[src/rtl/scc_run_monitor.sv]
// rtl/scc_run_monitor.sv - SCC run controller: reset sequencing, stop detection and bus traffic counters.
// Snoops the core's instruction and data buses; stops on halt store, self-loop fetch or cycle timeout.
module scc_run_monitor #(
  parameter int                ADDR_W      = 32,
  parameter int                DATA_W      = 32,
  parameter int                CNT_W       = 16,
  parameter int                MAX_CYCLES  = 29,
  parameter int                RESET_HOLD  = 2,
  parameter logic [ADDR_W-1:0] HALT_ADDR   = 32'hFFFF_FFFC,
  parameter int                STALL_LIMIT = 8
) (
  input  logic              clk,
  input  logic              reset_s,
  input  logic              start,
  input  logic              in_mem_en,
  input  logic [ADDR_W-1:0] in_mem_addr,
  input  logic [ADDR_W-1:0] data_addr,
  input  logic [DATA_W-1:0] data_out,
  input  logic              data_read,
  input  logic              data_write,
  output logic              core_reset,
  output logic              running,
  output logic              done,
  output logic [1:0]        status,
  output logic [DATA_W-1:0] exit_code,
  output logic [CNT_W-1:0]  cycle_count,
  output logic [CNT_W-1:0]  fetch_count,
  output logic [CNT_W-1:0]  load_count,
  output logic [CNT_W-1:0]  store_count
);

  localparam int HOLD_W = (RESET_HOLD > 1) ? $clog2(RESET_HOLD) : 1;
  localparam int REP_W  = $clog2(STALL_LIMIT + 1);

  localparam logic [1:0] ST_NONE = 2'b00;
  localparam logic [1:0] ST_HALT = 2'b01;
  localparam logic [1:0] ST_LOOP = 2'b10;
  localparam logic [1:0] ST_TIME = 2'b11;

  typedef enum logic [1:0] {IDLE, HOLD, RUN, DONE} state_t;

  state_t              state;
  state_t              state_next;
  logic [HOLD_W-1:0]   hold_cnt;
  logic [ADDR_W-1:0]   last_addr;
  logic                last_valid;
  logic [REP_W-1:0]    rep;
  logic [CNT_W-1:0]    cycle_next;
  logic [1:0]          status_next;
  logic                halt_hit;
  logic                repeat_fetch;
  logic                loop_hit;
  logic                time_hit;

  function automatic logic [CNT_W-1:0] sat_inc(input logic [CNT_W-1:0] v);
    return (&v) ? v : v + 1'b1;
  endfunction

  // Outputs decode only the state register, so no input reaches them combinationally.
  assign core_reset = (state != RUN);
  assign running    = (state == RUN);
  assign done       = (state == DONE);

  always_ff @(posedge clk) begin
    if (!reset_s) state <= IDLE;
    else          state <= state_next;
  end

  always_comb begin
    state_next   = state;
    status_next  = ST_NONE;
    cycle_next   = cycle_count + 1'b1;
    halt_hit     = data_write && (data_addr == HALT_ADDR);
    repeat_fetch = in_mem_en && last_valid && (in_mem_addr == last_addr);
    loop_hit     = repeat_fetch && (rep == REP_W'(STALL_LIMIT - 1));
    time_hit     = (cycle_next == CNT_W'(MAX_CYCLES));
    case (state)
      IDLE: if (start) state_next = HOLD;
      HOLD: if (hold_cnt == '0) state_next = RUN;
      RUN: begin
        if (halt_hit) begin
          state_next  = DONE;
          status_next = ST_HALT;
        end else if (loop_hit) begin
          state_next  = DONE;
          status_next = ST_LOOP;
        end else if (time_hit) begin
          state_next  = DONE;
          status_next = ST_TIME;
        end
      end
      DONE: if (start) state_next = HOLD;
      default: state_next = IDLE;
    endcase
  end

  always_ff @(posedge clk) begin
    if (!reset_s) begin
      hold_cnt    <= '0;
      last_addr   <= '0;
      last_valid  <= 1'b0;
      rep         <= '0;
      status      <= ST_NONE;
      exit_code   <= '0;
      cycle_count <= '0;
      fetch_count <= '0;
      load_count  <= '0;
      store_count <= '0;
    end else begin
      case (state)
        IDLE, DONE: begin
          if (start) begin
            hold_cnt    <= HOLD_W'(RESET_HOLD - 1);
            last_addr   <= '0;
            last_valid  <= 1'b0;
            rep         <= '0;
            status      <= ST_NONE;
            exit_code   <= '0;
            cycle_count <= '0;
            fetch_count <= '0;
            load_count  <= '0;
            store_count <= '0;
          end
        end
        HOLD: begin
          if (hold_cnt != '0) hold_cnt <= hold_cnt - 1'b1;
        end
        RUN: begin
          cycle_count <= cycle_next;
          if (in_mem_en)  fetch_count <= sat_inc(fetch_count);
          if (data_read)  load_count  <= sat_inc(load_count);
          if (data_write) store_count <= sat_inc(store_count);
          // The valid flag makes the first fetch of a run load the tracker even at address 0.
          if (in_mem_en) begin
            if (repeat_fetch) begin
              rep <= rep + 1'b1;
            end else begin
              last_addr  <= in_mem_addr;
              last_valid <= 1'b1;
              rep        <= '0;
            end
          end
          if (state_next == DONE) status <= status_next;
          if (halt_hit) exit_code <= data_out;
        end
        default: ;
      endcase
    end
  end

endmodule

[config.mk]
export PLATFORM = sky130hd
export DESIGN_NAME = scc_run_monitor
export DESIGN_NICKNAME = d
export VERILOG_FILES = /design/src/rtl/scc_run_monitor.sv
export SDC_FILE = /design/constraint.sdc
export NUM_CORES = 1
export LEC_CHECK = 0
export CAP_MARGIN = 20
export CORE_UTILIZATION = 51
export DETAILED_ROUTE_END_ITERATION = 8
export GPL_TIMING_DRIVEN = 0
export PLACE_DENSITY_LB_ADDON = 0.12
export RECOVER_POWER = 100
export SLEW_MARGIN = 20
export SYNTH_ARGS = -nofsm -noshare
export SYNTH_HDL_FRONTEND = slang
export SYNTH_SLANG_ARGS = --single-unit
[constraint.sdc]
create_clock -name clk -period 5.9 [get_ports clk]
set_clock_uncertainty 0.1 [all_clocks]
set_input_delay 0.59 -clock clk [delete_from_list [all_inputs] [get_ports clk]]
set_output_delay 0.59 -clock clk [all_outputs]
set_load 0.01 [all_outputs]
== Word level (Yosys, flattened, before mapping) ==
Index checks and enable logic that the tools add are counted.
W data, S select, Z words.

* Bits in registers: 138
* Bits in latches: 0
* RAM bits: 0
* Bits in read-only memories: 0
* Input bits: 102
* Output and inout port bits: 101
* Memories: 0

* $add $sub $neg: 6
* Multipliers: 0
* Div/mod/pow operators: 0
* Order comparisons: 0
* Equality and inequality tests: 19
* Shift-type cells: 0
* Multiplexer cells: 40
* Bitwise operators: 0
* Reduce and logical (&&, ||, !) cells: 20

{| class="wikitable"
|+ Operator list
! cell !! count
|-
| $mux W32 || 4
|-
| $pmux W16 S2 || 4
|-
| $pmux W32 S2 || 2
|-
| $mux W16 || 7
|-
| $add A16 B1 Y16 const B || 4
|-
| $reduce_and A16 Y1 || 3
|-
| $eq A32 B32 Y1 || 1
|-
| $eq A32 B32 Y1 const B || 1
|-
| $mux W2 || 10
|-
| $eq A16 B5 Y1 const B || 1
|-
| $ne A2 B2 Y1 const B || 8
|-
| $reduce_and A4 Y1 || 4
|-
| $mux W4 || 3
|-
| $reduce_and A3 Y1 || 3
|-
| $pmux W4 S2 || 1
|-
| $eq A2 B2 Y1 const B || 3
|-
| $ne A2 B1 Y1 const B || 3
|-
| $pmux W2 S3 || 1
|-
| $mux W1 || 5
|-
| $add A4 B1 Y4 const B || 1
|-
| $eq A4 B3 Y1 const B || 1
|-
| $logic_and A1 B1 Y1 || 4
|-
| $pmux W1 S2 || 2
|-
| $pmux W2 S2 || 1
|-
| other kinds (6) || 8
|}

== Logic depth before layout (Yosys ltp) ==
Gate-level depths: netlist of the first run.

* Word-level depth: 9
* Mapped depth: 11
* Depth with buffers taken out: 9

== Worst setup path before layout of the first run ==
No wires, ideal clock.

* Kind: reg2reg
* Start: reg state[0]
* End: reg load_count[5]
* Library setup time: 0.128 ns
* Data arrival time: 2.031 ns
* Required time: 5.672 ns
* Path slack: 3.642 ns
* Stages on the path, launching flop included: 12
* Path buffers: 2
* Period minus slack after synthesis: 2.258 ns
* Path through: dfxtp_1 -> inv_1 -> ha_1 -> buf_2 -> mux2_2 -> nand2_1 -> o21ai_1 -> and3_1 -> clkbuf_1 -> nand4_1 -> xor2_1 -> nor2_1

* Word-level cells in the longest chain between the ends: 4
* Elaborated cells on any way between the ends: 10

{| class="wikitable"
|+ Ends and longest elaborated chain
! what !! line !! source
|-
| start: declaration || 42 || <nowiki>state_t state;</nowiki>
|-
| start signal: assignment || 66 || <nowiki>else state <= state_next;</nowiki>
|-
| $eq A2 B2 Y1 or $logic_not A2 Y1 (tied branches) || 110 || <nowiki>case (state)</nowiki>
|-
| $reduce_or A2 Y1 (no source line) || -- ||
|-
| $ne A2 B1 Y1 (no source line) or $reduce_bool A2 Y1 (tied branches) || -- ||
|-
| $reduce_and A4 Y1 (no source line) || -- ||
|-
| end signal: assignment || 131 || <nowiki>if (data_read) load_count <= sat_inc(load_count);</nowiki>
|-
| end: declaration || 28 || <nowiki>output logic [CNT_W-1:0] load_count,</nowiki>
|}

Parallel ways exist; a longest one is shown, timed or not.
A chain may end at the register's enable or synchronous reset.

== Worst setup path in the final report of the first run ==
* Start: reg state[0]
* End: reg last_addr[24]

* Word-level cells in the longest chain between the ends: 4
* Elaborated cells on any way between the ends: 10

{| class="wikitable"
|+ Ends and longest elaborated chain
! what !! line !! source
|-
| $eq A2 B2 Y1 or $logic_not A2 Y1 (tied branches) || 110 ||
|-
| $reduce_or A2 Y1 (no source line) || -- ||
|-
| $ne A2 B1 Y1 (no source line) or $reduce_bool A2 Y1 (tied branches) || -- ||
|-
| $reduce_and A4 Y1 (no source line) || -- ||
|-
| end signal: assignment || 138 || <nowiki>last_addr <= in_mem_addr;</nowiki>
|-
| end: declaration || 45 || <nowiki>logic [ADDR_W-1:0] last_addr;</nowiki>
|}

Parallel ways exist; a longest one is shown, timed or not.

==> results of run 1 <==
==> sequential cells by signal, summed over array words and instances (netlist names) <==
name	count
state	2
cycle_count	16
rep	4
hold_cnt	1
store_count	16
status	2
load_count	16
last_valid	1
fetch_count	16
last_addr	32
exit_code	32
==> final cells by class <==
cell class	instances	area, um^2
Fill cell	1024	3232
Sequential cell	138	2763
Clock inverter	12	152.6
Clock buffer	18	429.2
Buffer	49	190.2
Inverter	9	33.78
Multi-Input combinational cell	630	3839
Tap cell	172	215.2
Timing Repair Buffer	202	2022
==> placed cells by master, fill, tap and decap left out, types with 3 or more instances in the layout <==
cell	Yosys	final
a211oi_1	3	3
a21boi_0	6	62
a21boi_1	62	6
a21oi_1	11	11
a22oi_1	6	6
a31oi_1	6	6
and2_0	0	6
and2_1	10	4
and3_1	12	12
and4_1	9	9
buf_2	13	5
bufinv_16	0	3
clkbuf_1	34	45
clkbuf_16	0	17
clkdlybuf4s50_1	0	98
clkinv_2	0	3
clkinvlp_4	0	4
dfxtp_1	138	138
dlygate4sd3_1	0	104
ha_1	9	9
inv_1	8	9
mux2i_1	3	3
nand2_1	82	82
nand2b_1	36	36
nand3_1	97	98
nand4_1	30	30
nor2_1	73	73
nor2b_1	14	14
nor3_1	10	10
nor4_1	16	17
o21ai_0	17	19
o21ai_1	6	4
o31ai_1	3	3
or3_1	3	3
xnor2_1	18	18
xor2_1	67	67
==> worst min path at each step <==
stage	from	to	slack [ps]	cells past startpoint
detailed placement	exit_code[31]$_SDFFE_PN0P_	exit_code[31]$_SDFFE_PN0P_	340	2
global placement	exit_code[4]$_SDFFE_PN0P_	exit_code[4]$_SDFFE_PN0P_	340	2
floorplan	last_addr[0]$_SDFFE_PN0P_	last_addr[0]$_SDFFE_PN0P_	360	2
CTS	exit_code[23]$_SDFFE_PN0P_	exit_code[23]$_SDFFE_PN0P_	350	2
global route	exit_code[22]$_SDFFE_PN0P_	exit_code[22]$_SDFFE_PN0P_	370	2
finish	exit_code[28]$_SDFFE_PN0P_	exit_code[28]$_SDFFE_PN0P_	350	2
==> cells by family after synthesis <==
kind of cell    synth area share [%]
compound gates                 13.16
xor+xnor                       10.86
fa+ha+maj                      1.643
buf+inv                        3.413
flops                          40.30
mux                           0.7666
simple gates                   29.86
==> power groups by stage <==
| stage | clock network (mW) | registers [mW] | logic [mW] |
|---|---|---|---|
| CTS | 1.07 | 1.05 | 0.982 |
| floorplan | 0 | 1.07 | 0.604 |
| detailed placement | 0 | 1.07 | 0.974 |
| global route | 1.11 | 1.05 | 1.04 |
| finish | 1.06 | 1.05 | 0.948 |
| global placement | 0 | 1.06 | 0.964 |
==> routing by layer <==
metal  wire (um)  global-route usage (%)  share of wire (%)
met5           0                       0                  0
met4         379                   9.215                2.0
met1        8115                   32.86                 43
met2        9048                   47.72                 48
met3        1366                   7.025                7.2
==> critical path, cell delays in order, from the launching register on <==
cell,delay [ps]
dfxtp_1,370
inv_1,80
ha_1,160
clkbuf_1,410
inv_1,280
o21a_1,290
nor3_1,310
clkbuf_1,400
clkbuf_1,440
nand3_1,140
a21boi_0,210
==> metrics.log, run 1 <==
[metrics] outcome: finished, final reports clean
[metrics] final cycle utilization of the critical path: 55.52%
[metrics] Top-Level Pins: between 200 and 250
[metrics] hold slack: about 350 ps
[metrics] # diodes: 0
[metrics] total wire length: 18910 um
[metrics] Worst-Skew Late Latency: about 420 ps
[metrics] wire length of the first global-routing pass: ~31000 um
[metrics] maximum number of pins on one net before global-route repair: 17
[metrics] cell area after placement: roughly 9000 um^2
[metrics] number of cells in the finished layout apart from fillers: 1230
[metrics] endpoint of the worst setup timing path: last_addr[24]$_SDFFE_PN0P_
[metrics] number of library cell types mapped by synthesis: between 40 and 50
[metrics] weighted congestion reported at the end of routability-driven placement: around 0.91
[metrics] net count reported at finish: 1158
[metrics] Floorplan Core Area: roughly 13000 um^2
[metrics] number of setup buffers added after CTS: 0
[metrics] minimum setup slack among reg-to-reg paths: 2620 ps
[metrics] antenna-violating nets left: 0
[metrics] residual DRC count: 0
[metrics] final period demand of the worst path: 3275 ps
[metrics] die height: roughly 120 um
[metrics] Max-Cap Viols: 0
[metrics] category of the worst setup path launch point: flip-flop
[metrics] number of global-route vias before repair: about 6.3k
[metrics] Vias/cell: roughly 5.5
[metrics] critical-path maximum fanout: 10
[metrics] end of the worst register-to-register path: last_addr[24]$_SDFFE_PN0P_
[metrics] post-synthesis cell area: just under 7000 um^2
[metrics] achievable clock frequency: just over 0.3 GHz
[metrics] Post-Place Cells: between 1k and 1.5k
[metrics] share of Yosys cell area claimed by the top area cell type: between 40 and 50%
[metrics] Reg power frac: around a third
[metrics] share of post-route cells with drive strength above 1: 3.686%
[metrics] Synth area leader: dfxtp_1
[metrics] number of hold buffers added after cts: 0
[metrics] type of the tightest min-delay check: flip-flop to flip-flop
[metrics] final-report max-slew violation count: 0
[metrics] die width: between 100 and 150 um
[metrics] average cell area after synthesis: around 8.3 um^2
[metrics] Post-synth top flop: dfxtp_1
[metrics] gate count of the mapped netlist: a little over 800
[metrics] peak supply drop: around 240 uV
[metrics] worst endpoint data arrival time: 3520 ps
[metrics] Yosys warning count: 0
[metrics] final-layout setup total negative slack: 0 ps
[metrics] number of standard-cell rows in the floorplan: 41
[metrics] largest cells by area after synthesis: dfxtp_1 40%, xor2_1 8.6%, nand3_1 7.1%
[metrics] fraction of synthesis flops using an asynchronous set or reset pin: 0%
[metrics] setup violation total in the final timing report: 0
[metrics] Area Growth Syn to Fin: 40.68%
[metrics] total via count after detailed routing: 6804
[metrics] total power per unit cell area: roughly 320 nW/um^2
[metrics] type of the worst setup path: flip-flop to flip-flop
[metrics] Sink Count: 138
[metrics] number of nets in the synthesized netlist: approximately 940
[metrics] PortBufs: roughly 200
[metrics] worst endpoint required time: between 6000 and 7000 ps
[metrics] effective utilization at floorplan: a little over half
[metrics] TritonCTS clock tree: done
[metrics] final standard cell area without fillers: ~9600 um^2
[metrics] Int Power: 1.986 mW
[metrics] final hold violation count: 0
[metrics] leakage component of the power: ~3.7 nW
[metrics] power after layout: about 3.1 mW
[metrics] number of H-tree levels: 4
[metrics] source of the worst register-to-register timing path: state[0]$_SDFF_PN0_
[metrics] DRT Pass-1 Iters: 5
[metrics] sequential share of the synthesized area: 40.30%
[metrics] total of cells resized after clock tree synthesis: 0
[metrics] nature of the critical path endpoint: flip-flop
[metrics] Iteration-0 DRC Markers: 446
[metrics] global-route congestion overflow total: 0
[metrics] Worst Reg-to-Reg Cells: 10
[metrics] RSZ-0062 raised after global routing: no
[metrics] WL per Instance: 15.37 um
[metrics] part of the total power dissipated in the clock network: 34.7%
[metrics] number of antenna violations at the first check in global routing: 0
[metrics] core occupancy in the finished layout: between 70% and 80%
[metrics] Switching Power: approximately 1.1 mW
[metrics] most common library cells after synthesis: 138 x dfxtp_1, 97 x nand3_1, 82 x nand2_1
[metrics] dpl ws: approximately 2700 ps
[metrics] All-Layer GR Usage: ~28%
[metrics] maximum buffer depth of the clock tree: 2
[metrics] Combinational Power Share: a little over 30%
[metrics] start point of the critical path: state[0]$_SDFF_PN0_
[metrics] number of flip-flops and latches in the synthesized netlist: approximately 140
[metrics] Worst Max-Slew Pin Slew: 659.5 ps
[metrics] worst-case headroom to the max-slew limit: approximately 56%
[metrics] worst path setup slack after routing: between 2000 and 3000 ps
[metrics] count leader, synth: dfxtp_1
[metrics] number of enable-type register cells in the synthesized netlist: 0
[metrics] switching share of power: between 30% and 40%
[metrics] TritonCTS Buffers: 17
[metrics] clock root buffer: clkbuf_16
[metrics] placed wire-length estimate: 13880 um
[metrics] post-CTS clock slew at the launch and capture registers of the worst setup and hold paths: around 60 ps
[metrics] Die Outline Area: 13910 um^2
(Power assumes the default switching activity.)
==> run 2: changes to the inputs <==
--- a/config.mk
+++ b/config.mk
@@ -6,7 +6,7 @@
 export NUM_CORES = 1
 export LEC_CHECK = 0
 export CAP_MARGIN = 20
-export CORE_UTILIZATION = 51
+export CORE_UTILIZATION = 48
 export DETAILED_ROUTE_END_ITERATION = 8
 export GPL_TIMING_DRIVEN = 0
 export PLACE_DENSITY_LB_ADDON = 0.12
==> constraint.sdc (replaced) <==
create_clock -name clk -period 3.2 [get_ports clk]
set_clock_uncertainty 0.1 [all_clocks]
set_input_delay 0.32 -clock clk [delete_from_list [all_inputs] [get_ports clk]]
set_output_delay 0.32 -clock clk [all_outputs]
set_load 0.01 [all_outputs]
==> run 2 against run 1 <==
  * Critical path depth did not move
  * Setup slack worse by 2300 ps
  * Flip-flop and latch count unchanged
  * Total power rose by 79%
  * Global-route usage down 1.7 points
  * Sequential power up 84%
  * First-iteration DRC count grew 8.3%
  * Non-clock buffer count stayed put
  * Via count shrank 2.2%
  * Highest routed layer unchanged
==> metrics.log, run 2 (same netlist as run 1, synthesis figures left out) <==
[metrics] All-Layer GR Usage: roughly a quarter
[metrics] Die Outline Area: ~15000 um^2
[metrics] type of the tightest min-delay check: flip-flop to flip-flop
[metrics] global-route congestion overflow total: 0
[metrics] fill cell count: roughly 1.2k
[metrics] Hold Path Depth: 2
[metrics] number of setup buffers added after CTS: 0
[metrics] achievable clock frequency: about 0.35 GHz
[metrics] number of standard-cell rows in the floorplan: 43
[metrics] WL per Instance: ~15 um
[metrics] final-report max-slew violation count: 0
[metrics] Worst Max-Slew Pin Slew: 668.4 ps
[metrics] Worst-Skew Late Latency: about 420 ps
[metrics] maximum number of pins on one net before global-route repair: 17
[metrics] Top-Level Pins: 203
[metrics] end of the worst register-to-register path: last_addr[22]$_SDFFE_PN0P_
[metrics] worst endpoint data arrival time: between 3000 and 4000 ps
[metrics] net count reported at finish: 1158
[metrics] post-CTS clock slew at the launch and capture registers of the worst setup and hold paths: ~60 ps
[metrics] effective utilization at floorplan: between 40% and 50%
[metrics] weighted congestion reported at the end of routability-driven placement: between 0.8 and 0.9
[metrics] wire length of the first global-routing pass: around 30000 um
[metrics] setup violation total in the final timing report: 0
[metrics] outcome: finished, final reports clean
[metrics] final-layout setup total negative slack: 0 ps
[metrics] total via count after detailed routing: approximately 6.7k
[metrics] leakage component of the power: ~3.7 nW
[metrics] Iteration-0 DRC Markers: 483
[metrics] core occupancy in the finished layout: a little over two thirds
[metrics] final hold violation count: 0
[metrics] final period demand of the worst path: 2838 ps
[metrics] worst endpoint required time: 3400 ps
[metrics] Max-Cap Viols: 0
[metrics] hold-critical path endpoint: exit_code[6]$_SDFFE_PN0P_
[metrics] peak supply drop: roughly 450 uV
[metrics] placed wire-length estimate: between 10000 and 15000 um
[metrics] # diodes: 0
[metrics] number of global-route vias before repair: roughly 6.1k
[metrics] hold path startpoint: exit_code[6]$_SDFFE_PN0P_
[metrics] worst-case headroom to the max-slew limit: 55.17%
[metrics] maximum buffer depth of the clock tree: 2
[metrics] TritonCTS clock tree: done
[metrics] DRT Pass-1 Iters: 5
[metrics] residual DRC count: 0
[metrics] final cycle utilization of the critical path: 88.70%
[metrics] source of the worst register-to-register timing path: state[0]$_SDFF_PN0_
[metrics] die height: ~120 um
[metrics] clock root buffer: clkbuf_16
[metrics] Vias/cell: about 5.4
[metrics] category of the worst setup path launch point: flip-flop
[metrics] largest registers: exit_code: 32 flops, last_addr: 32 flops
[metrics] number of H-tree levels: 4
[metrics] minimum setup slack among reg-to-reg paths: ~360 ps
[metrics] total of cells resized after clock tree synthesis: 0
[metrics] share of post-route cells with drive strength above 1: under 10%
[metrics] number of hold buffers added after cts: 0
[metrics] type of the worst setup path: flip-flop to flip-flop
[metrics] critical-path maximum fanout: 10
[metrics] Area Growth Syn to Fin: 40.43%
[metrics] die width: approximately 120 um
[metrics] RSZ-0062 raised after global routing: no
[metrics] TritonCTS Buffers: 17
[metrics] most common library cell in the layout ignoring fill and taps: dfxtp_1
[metrics] PortBufs: about 200
[metrics] number of antenna violations at the first check in global routing: 0
[metrics] Floorplan Core Area: 13880 um^2
[metrics] total power per unit cell area: between 500 and 600 nW/um^2
[metrics] nature of the critical path endpoint: flip-flop
[metrics] highest-count cells in the layout ignoring fill and taps: 138 x dfxtp_1, 103 x dlygate4sd3_1, 99 x clkdlybuf4s50_1, 98 x nand3_1, 82 x nand2_1
[metrics] antenna-violating nets left: 0
[metrics] total wire length: 18630 um
[metrics] Sink Count: about 140
[metrics] Worst Reg-to-Reg Cells: 10
-- run 2: worst max-delay path, cell delays in order, from the launching register on --
cell	delay (ps)
dfxtp_1	370
inv_1	90
ha_1	170
buf_2	240
inv_1	160
o21a_1	270
nor3_1	320
clkbuf_1	400
clkbuf_1	370
nand2b_1	160
a21boi_0	80
-- run 2: worst max path at each step --
stage | from | endpoint | slack [ps] | cells past startpoint
CTS | state[0]$_SDFF_PN0_ | fetch_count[15]$_SDFFE_PN0P_ | 440 | 10
detailed placement | in_mem_addr[18] | last_addr[22]$_SDFFE_PN0P_ | 260 | 10
global placement | in_mem_addr[18] | last_addr[2]$_SDFFE_PN0P_ | 290 | 10
floorplan | state[0]$_SDFF_PN0_ | load_count[5]$_SDFFE_PN0P_ | 940 | 11
global route | state[0]$_SDFF_PN0_ | last_addr[14]$_SDFFE_PN0P_ | 130 | 10
finish | state[0]$_SDFF_PN0_ | last_addr[22]$_SDFFE_PN0P_ | 360 | 10
-- run 2: area by class of cell --
class / count / area [um^2] / share of cell area (%)
Timing Repair Buffer: 202 / 2022 / 21.00
Multi-Input combinational cell: 630 / 3854 / 40.03
Buffer: 49 / 196.4 / 2.041
Sequential cell: 138 / 2763 / 28.70
Clock buffer: 23 / 488.0 / 5.069
Tap cell: 180 / 225.2 / 2.339
Inverter: 9 / 33.78 / 0.3509
Clock inverter: 8 / 45.04 / 0.4679
-- run 2: routing by layer --
metal	wire length (um)	vias up	part of all wire, %	GRT usage [%]
met5	0	-	0	0
li1	-	3314	-	-
met4	254	0	1.4	8.488
met3	1506	19	8.1	8.036
met2	8831	224	47	43.43
met1	8042	3100	43	31.17
-- run 2: where the power goes --
part	leakage (nW)	internal, mW	switching (mW)
combinational	2.32	0.625	1.14
clock	0.264	1.06	0.716
sequential	1.11	1.84	0.0903
total	3.69	3.52	1.94
-- run 2: per-stage QoR --
step                power (mW)  instance area, um^2  setup slack [ps]  hold WS, ps  cells
floorplan                3.091                 6855             941.5        356.4    826
finish                   5.467                 9627             361.6        344.0   1239
global route             5.785                 9627             133.0        364.8   1239
CTS                      5.544                 9635             444.1        348.5   1239
global placement         3.762                 9102             286.7        336.8   1208
detailed placement       3.765                 9102             261.8        341.8   1208
==> run 3: changes to the inputs <==
--- a/config.mk
+++ b/config.mk
@@ -6,7 +6,8 @@
 export NUM_CORES = 1
 export LEC_CHECK = 0
 export CAP_MARGIN = 20
-export CORE_UTILIZATION = 48
+export CORE_MARGIN = 2
+export CORE_UTILIZATION = 33
 export DETAILED_ROUTE_END_ITERATION = 8
 export GPL_TIMING_DRIVEN = 0
 export PLACE_DENSITY_LB_ADDON = 0.12
==> constraint.sdc (replaced) <==
create_clock -name clk -period 2.45 [get_ports clk]
set_clock_uncertainty 0.1 [all_clocks]
set_input_delay 0.245 -clock clk [delete_from_list [all_inputs] [get_ports clk]]
set_output_delay 0.245 -clock clk [all_outputs]
set_load 0.01 [all_outputs]
==> run 3 against run 2 <==
  * Core utilization down 20 points
  * Combinational power up 41%
  * Die area up 49%
  * Sequential power up 31%
  * Via count down 2.6%
  * Global-route usage down 7.3 points
  * Routed wire length up 10%
  * Design area up 3.6%
  * Critical path type unchanged
  * Critical endpoint is now status[0]$_SDFFE_PN0P_
==> metrics.log, run 3 (same netlist as run 1, synthesis figures left out) <==
[metrics] outcome: finished, final reports clean
[metrics] critical path depth in cells: 8
[metrics] type of the worst setup path: flip-flop to flip-flop
[metrics] critical-path maximum fanout: 10
[metrics] total via count after detailed routing: around 6.5k
[metrics] final-report max-slew violation count: 0
[metrics] final hold violation count: 0
[metrics] worst-case headroom to the max-slew limit: a little over half
[metrics] DRT Pass-1 Iters: 4
[metrics] Worst-Skew Late Latency: 420 ps
[metrics] RSZ-0062 raised after global routing: yes
[metrics] WL per Instance: 15.43 um
[metrics] most common library cell in the layout ignoring fill and taps: dfxtp_1
[metrics] net count reported at finish: approximately 1.2k
[metrics] Die Outline Area: ~22000 um^2
[metrics] hold slack: ~300 ps
[metrics] category of the worst setup path launch point: flip-flop
[metrics] final period demand of the worst path: 2308 ps
[metrics] type of the tightest min-delay check: primary input to flip-flop
[metrics] TritonCTS Buffers: 17
[metrics] Hold Path Depth: 3
[metrics] # diodes: 0
[metrics] total power per unit cell area: between 700 and 800 nW/um^2
[metrics] peak supply drop: around 580 uV
[metrics] highest-count cells in the layout ignoring fill and taps: 134 x dfxtp_1, 102 x clkdlybuf4s50_1, 100 x dlygate4sd3_1, 97 x nand3_1, 82 x nand2_1
[metrics] number of antenna violations at the first check in global routing: 0
[metrics] Max-Cap Viols: 0
[metrics] TritonCTS clock tree: done
[metrics] placed wire-length estimate: about 15000 um
[metrics] number of H-tree levels: 4
[metrics] setup violation total in the final timing report: 0
[metrics] total wire length: about 20000 um
[metrics] share of post-route cells with drive strength above 1: 7.649%
[metrics] Worst Max-Slew Pin Slew: slightly below 700 ps
[metrics] leakage component of the power: ~3.8 nW
[metrics] Critical Path Slowest Stage Cell: dfxtp_4
[metrics] CP bufs+invs: 0
[metrics] die height: 148.1 um
[metrics] largest registers: exit_code: 32 flops, last_addr: 32 flops
[metrics] maximum buffer depth of the clock tree: 2
[metrics] post-CTS clock slew at the launch and capture registers of the worst setup and hold paths: around 60 ps
[metrics] wire length of the first global-routing pass: 32310 um
[metrics] residual DRC count: 0
[metrics] Top-Level Pins: between 200 and 250
[metrics] fill cell count: around 2k
[metrics] antenna-violating nets left: 0
[metrics] list of cells traversed by the critical path: ha_4 > and3_4 > nand3_2 > xnor2_1 > nor4_2 > nand4b_1 > mux2_1 > o21ai_1
[metrics] die width: ~150 um
[metrics] final-layout setup total negative slack: 0 ps
[metrics] achievable clock frequency: between 0.4 and 0.5 GHz
[metrics] global-route congestion overflow total: 0
[metrics] Floorplan Core Area: 20300 um^2
[metrics] nature of the critical path endpoint: flip-flop
[metrics] number of global-route vias before repair: between 6k and 7k
[metrics] Worst path top cell family by delay: simple AND/OR/NAND/NOR gates
[metrics] All-Layer GR Usage: 18.51%
[metrics] PortBufs: between 200 and 250
[metrics] maximum number of pins on one net before global-route repair: 17
[metrics] worst endpoint data arrival time: 2560 ps
[metrics] Worst Reg-to-Reg Cells: 8
[metrics] Iteration-0 DRC Markers: about 240
[metrics] effective utilization at floorplan: 33.77%
[metrics] number of hold buffers added after cts: 0
[metrics] final cycle utilization of the critical path: between 90% and 100%
[metrics] Area Growth Syn to Fin: 45.48%
[metrics] biggest cell delay along the critical path: between 400 and 500 ps
[metrics] worst endpoint required time: about 2700 ps
[metrics] Vias/cell: 4.880
[metrics] Sink Count: around 140
[metrics] clock root buffer: clkbuf_16
[metrics] weighted congestion reported at the end of routability-driven placement: a little over 0.8
[metrics] number of standard-cell rows in the floorplan: between 50 and 60
==> run 3: cell count changes in the layout (fill, tap and decap cells not counted), moves of 4 or more <==
cell / before / now
and2_1: 4 / 9
a21boi_0: 60 / 11
clkbuf_2: 1 / 10
clkinv_2: 6 / 1
a21boi_1: 8 / 57
clkbuf_1: 41 / 24
dfxtp_1: 138 / 134
buf_4: 0 / 5
and2_0: 6 / 1
==> run 3: final cells by class <==
class                           instances  area (um^2)  area share [%]
Multi-Input combinational cell        630         3963           39.73
Sequential cell                       138         2775           27.83
Timing Repair Buffer                  204         2034           20.40
Clock buffer                           18        439.2           4.403
Tap cell                              270        337.8           3.387
Buffer                                 47        221.5           2.221
Clock inverter                         13        168.9           1.694
Inverter                                9        33.78          0.3387
==> run 3: worst register-to-register path, stage by stage, from the launching register on <==
cell	delay, ps
dfxtp_4	410
ha_4	170
and3_4	220
nand3_2	130
xnor2_1	160
nor4_2	330
nand4b_1	230
mux2_1	360
o21ai_1	130
==> run 3: path summary, 6_finish.rpt <==
check,from,to,slack [ps]
max,cycle_count[0]$_SDFFE_PN0P_,status[0]$_SDFFE_PN0P_,140
min,data_out[6],exit_code[6]$_SDFFE_PN0P_,300
max reg2reg,cycle_count[0]$_SDFFE_PN0P_,status[0]$_SDFFE_PN0P_,140
min reg2reg,exit_code[21]$_SDFFE_PN0P_,exit_code[21]$_SDFFE_PN0P_,350
==> run 3: timing repair <==
action / 4_1_cts / 5_1_grt
setup buffers: 1 / 1
gates resized for setup: 21 / 31
pin swaps: 1 / 6
setup endpoints to repair: 94 / 101
==> run 3: layer usage <==
layer	routed length, um	up-vias	GRT usage (%)
met4	229	0	5.381
met1	9569	2971	24.69
met5	0	-	0
li1	-	3310	-
met3	1585	16	5.798
met2	9127	188	28.87
==> run 3: per-stage QoR <==
stage / power [mW] / instance area [um^2] / worst slack (ps) / util (%) / std cells
finish: 7.680 / 9973 / 142.3 / 49.13 / 1329
global placement: 5.005 / 9215 / -487.6 / 45.40 / 1298
floorplan: 4.037 / 6855 / 191.5 / - / 826
CTS: 7.786 / 9894 / 10.36 / 48.74 / 1329
global route: 8.131 / 9973 / -14.80 / 49.13 / 1329
detailed placement: 5.007 / 9215 / -493.1 / 45.40 / 1298
==> run 3: power by group <==
part / internal, mW / leakage [nW] / switching [mW] / total, mW
clock: 1.63 / 0.285 / 1.05 / 2.68
sequential: 2.41 / 1.12 / 0.120 / 2.53
combinational: 0.916 / 2.41 / 1.56 / 2.48
